==> config.mk <==
export PLATFORM = sky130hd
export DESIGN_NAME = axi4_len_fifo
export DESIGN_NICKNAME = d
export VERILOG_FILES = /design/src/rtl/axi4_len_fifo.sv
export SDC_FILE = /design/constraint.sdc
export NUM_CORES = 1
export LEC_CHECK = 0
export CAP_MARGIN = 20
export CELL_PAD_IN_SITES_DETAIL_PLACEMENT = 0
export CELL_PAD_IN_SITES_GLOBAL_PLACEMENT = 2
export CORE_MARGIN = 2
export CORE_UTILIZATION = 35
export CTS_CLUSTER_SIZE = 8
export DETAILED_ROUTE_END_ITERATION = 7
export HOLD_SLACK_MARGIN = 0.03
export PLACE_DENSITY = 0.78
export SYNTH_ARGS = -nofsm -noshare
export SYNTH_HDL_FRONTEND = slang
export SYNTH_SLANG_ARGS = --single-unit
==> constraint.sdc <==
create_clock -name clk -period 4.34 [get_ports clk]
set_input_delay 0.868 -clock clk [delete_from_list [all_inputs] [get_ports clk]]
set_output_delay 0.868 -clock clk [all_outputs]
set_load 0.01 [all_outputs]
==> src/rtl/axi4_len_fifo.sv <==
// ----------------------------------------------------------------------------
// axi4_len_fifo
// Small FIFO of 8-bit burst lengths (AWLEN or ARLEN) with a show-ahead head.
// Ports:
//   clk, rst       : clock, synchronous active-high reset (clears pointers)
//   push,push_data : enqueue a length (ignored while full)
//   pop            : dequeue the head (ignored while empty)
//   head           : oldest stored length, valid while !empty
//   full, empty    : occupancy flags
// ----------------------------------------------------------------------------
module axi4_len_fifo #(
   parameter int DEPTH = 4
) (
   input  logic       clk,
   input  logic       rst,
   input  logic       push,
   input  logic [7:0] push_data,
   input  logic       pop,
   output logic [7:0] head,
   output logic       full,
   output logic       empty
);

   localparam int PTR_W = (DEPTH > 1) ? $clog2(DEPTH) : 1;
   localparam logic [PTR_W:0]   FULL_CNT = DEPTH[PTR_W:0];
   localparam logic [PTR_W-1:0] PTR_ONE  = 1;
   localparam logic [PTR_W:0]   CNT_ONE  = 1;

   logic [7:0]       mem [DEPTH];
   logic [PTR_W-1:0] wr_ptr;
   logic [PTR_W-1:0] rd_ptr;
   logic [PTR_W:0]   count;
   logic             do_push;
   logic             do_pop;

   assign do_push = push && !full;
   assign do_pop  = pop && !empty;
   assign full    = (count == FULL_CNT);
   assign empty   = (count == '0);
   assign head    = mem[rd_ptr];

   // NOTE: the storage array has no reset; stale entries are unreachable once
   // the pointers and count are cleared, so only the control state is reset.
   always_ff @(posedge clk) begin
      if (do_push) mem[wr_ptr] <= push_data;
   end

   // NOTE: clocked state always uses non-blocking assignments so every
   // register samples the pre-edge values, independent of statement order.
   always_ff @(posedge clk) begin
      if (rst) begin
         wr_ptr <= '0;
         rd_ptr <= '0;
         count  <= '0;
      end else begin
         if (do_push) wr_ptr <= wr_ptr + PTR_ONE;
         if (do_pop)  rd_ptr <= rd_ptr + PTR_ONE;
         case ({do_push, do_pop})
            2'b10:   count <= count + CNT_ONE;
            2'b01:   count <= count - CNT_ONE;
            default: ;
         endcase
      end
   end

endmodule

==> results.ini <==
[power]
p_sw_mw=0.290
p_leak_nw=0.672
intPower_mw=0.758
swShare_pct=27.7
power_frac_clock_pct=21.9
power_density_nw_per_um2=529
pwr-share-comb_pct=27.8
sequentialPowerShare_pct=50.4
ir_worst_vdd_mv=0.270

[clock_tree]
worstSkewPairLatency_ns=0.29
root_buffer=clkbuf_8
cts_setup_buffers=0
cts.sinks=41
cts_tree=built
cts.clk_slew.worst_paths_ns=0.07
ctsLongestPathBuffers=2
postCtsHoldBufs=0
cts_inserted_buffers=5
htree_levels=2
ctsResizeCount=0

[global_routing]
grt_max_degree=13
antenna_found_initial=0
grt-ovfl-total=0
track_usage_pct=11.5
grt_first_pass_wirelength_um=4260
grt_pass1_vias=900

[cells_and_area]
fillCellCount=394
final_net_count=139
areaGrowthSynthToFinish_pct=21.0
drive_gt1_share_pct=13.9
n_antenna_cell=0
fin_area_um2=1980
fin_util_pct=44.8

[detailed_routing]
wirelength_um=2520
viasPerCell=4.85
firstDrtPassIters=4
drc=0
vias=844
first_iter_violations=96
wl_per_cell_um=14.5
drtAntennaViolNets=0

[floorplan]
pin_count=22
coreArea_um2=4410
rows=24
dieArea_um2=5240
start_util_pct=37.0
die_w_um=72.4
die_y_um=72.4

[synth]
yosysTopAreaCell=edfxtp_1
ys_ff_latch=41
yosysUniqueCellTypes=20
ys_warn_count=0
synth_area_um2=1640
synth_top_area_share_pct=58.8
yosys-top-cells-area=edfxtp_1 (59%), dfxtp_1 (11%), mux4_2 (11%)
syn_area_per_cell_um2=17.0
seq_area_frac_synth_pct=69.8
syn_inst=96
syn_nets=114

[flow_run]
max-cap-violations=0

[worst_setup_path]
worst-setup-path-type=flop to primary output
cp_slowest_stage_delay_ns=0.68
rr_worst_depth=9
crit_slowest_cell=dfxtp_1
cp_top_family=flip-flops
cp-start-kind=flop
crit_cells=2
required_ns=3.47
worstPathCellList=mux4_2 -> clkdlybuf4s50_1
cp_num_buf_inv=1
worstPathMaxFanout=8
arrival_ns=2.05
end_kind=primary output

[timing]
slew_headroom_pct=62.2
setup_violations=0
tightest_slew_ns=0.566
final_hold_viol_count=0
final.setup.tns_ns=0
period_share_pct=67.2
rsz0062_at_grt=no
timing.fmax_mhz=343
finClkSkew_ns=0.00542
slew_viol_final=0
timing.hold.ws_ns=0.498
min_period_ns=2.92

[placed_design]
postPlaceCellArea_um2=1900
numPortBuffers=21
gp_congestion=0.731
place_hpwl_um=1740

[hold_path]
hold_path_depth=2
hold_path.class=flop to flop

[run_status]
status=completed

[worst reg2reg max path: stages (launching register included)]
cell     delay (ns)
dfxtp_1        0.42
nor3b_2        0.29
nor2_1         0.16
inv_1          0.09
ha_1           0.18
inv_1          0.06
fa_1           0.37
xor2_1         0.15
or3_1          0.30
a21oi_1        0.14
[final timing paths]
| path | start | endpoint | slack, ns |
|---|---|---|---|
| worst max-delay path | flop | head[2] | 1.42 |
| worst min-delay path | rd_ptr[1]$_SDFFE_PP0P_ | rd_ptr[1]$_SDFFE_PP0P_ | 0.50 |
| worst max register to register | count[2]$_SDFFE_PP0P_ | count[2]$_SDFFE_PP0P_ | 2.11 |
| worst min register to register | rd_ptr[1]$_SDFFE_PP0P_ | rd_ptr[1]$_SDFFE_PP0P_ | 0.50 |
[power groups by stage]
stage                     clock network, mW  logic [mW]  registers, mW
after floorplan                           0       0.198          0.504
after global placement                    0       0.292          0.538
after detailed placement                  0       0.294          0.539
after CTS                             0.238       0.296          0.531
after global routing                  0.254       0.320          0.539
final                                 0.229       0.291          0.528
[cells in the mapped netlist]
cell type   n
a21oi_1     4
and2_1      4
buf_1       2
buf_2       1
dfxtp_1     9
edfxtp_1   32
fa_1        1
ha_1        5
inv_1       8
mux2i_1     1
mux4_2      8
nand2_1     1
nand2b_1    2
nor2_1      6
nor3_2      1
nor3b_2     1
o21ai_0     3
o31ai_2     1
or3_1       3
xor2_1      3
[cell families (layout without fill, tap and decap cells)]
family	after synthesis	in the layout	share of synthesized area, %
simple gates	18	18	6.43
buf+inv	11	37	2.60
fa+ha+maj	6	6	5.05
flops	41	41	69.8
mux	9	9	11.6
compound gates	8	8	2.91
xor+xnor	3	3	1.61
[per-stage QoR]
stage,power [mW],std cells,worst slack (ns)
after floorplan,0.703,96,2.05
after global placement,0.829,166,1.56
after detailed placement,0.833,166,1.46
after CTS,1.06,174,1.36
after global routing,1.11,174,1.28
final,1.05,174,1.42
[layout by cell type, fill, tap and decap left out, drive strengths merged, types with 2 or more instances in the layout]
cell type and n:
ha 5, xor2 3, clkinv 3, and2 4, dfxtp 9, clkbuf 5, clkdlybuf4s50 21, inv 8
edfxtp 32, nand2b 2, nor2 6, mux4 8, a21oi 4, o21ai 3, or3 3
[sequential cells by signal, indices dropped and copies added, names as in the netlist, named ones only]
signal	flops
count	3
wr_ptr	2
mem	32
rd_ptr	2
[layout make-up]
| class | instances | area [µm²] | area share, % |
|---|---|---|---|
| Multi-Input combinational cell | 44 | 452 | 22.8 |
| Timing Repair Buffer | 21 | 210 | 10.6 |
| Clock buffer | 5 | 68.8 | 3.48 |
| Inverter | 8 | 30.0 | 1.52 |
| Sequential cell | 41 | 1140 | 57.6 |
| Tap cell | 52 | 65.1 | 3.29 |
| Clock inverter | 3 | 12.5 | 0.632 |
[metal layers]
layer | GRT usage (%) | part of all wire (%)
met2 | 18.5 | 49
met5 | 0 | 0
met3 | 4.31 | 5.8
met4 | 5.66 | 2.2
met1 | 13.5 | 43
Power figures use the tool's default switching activity.
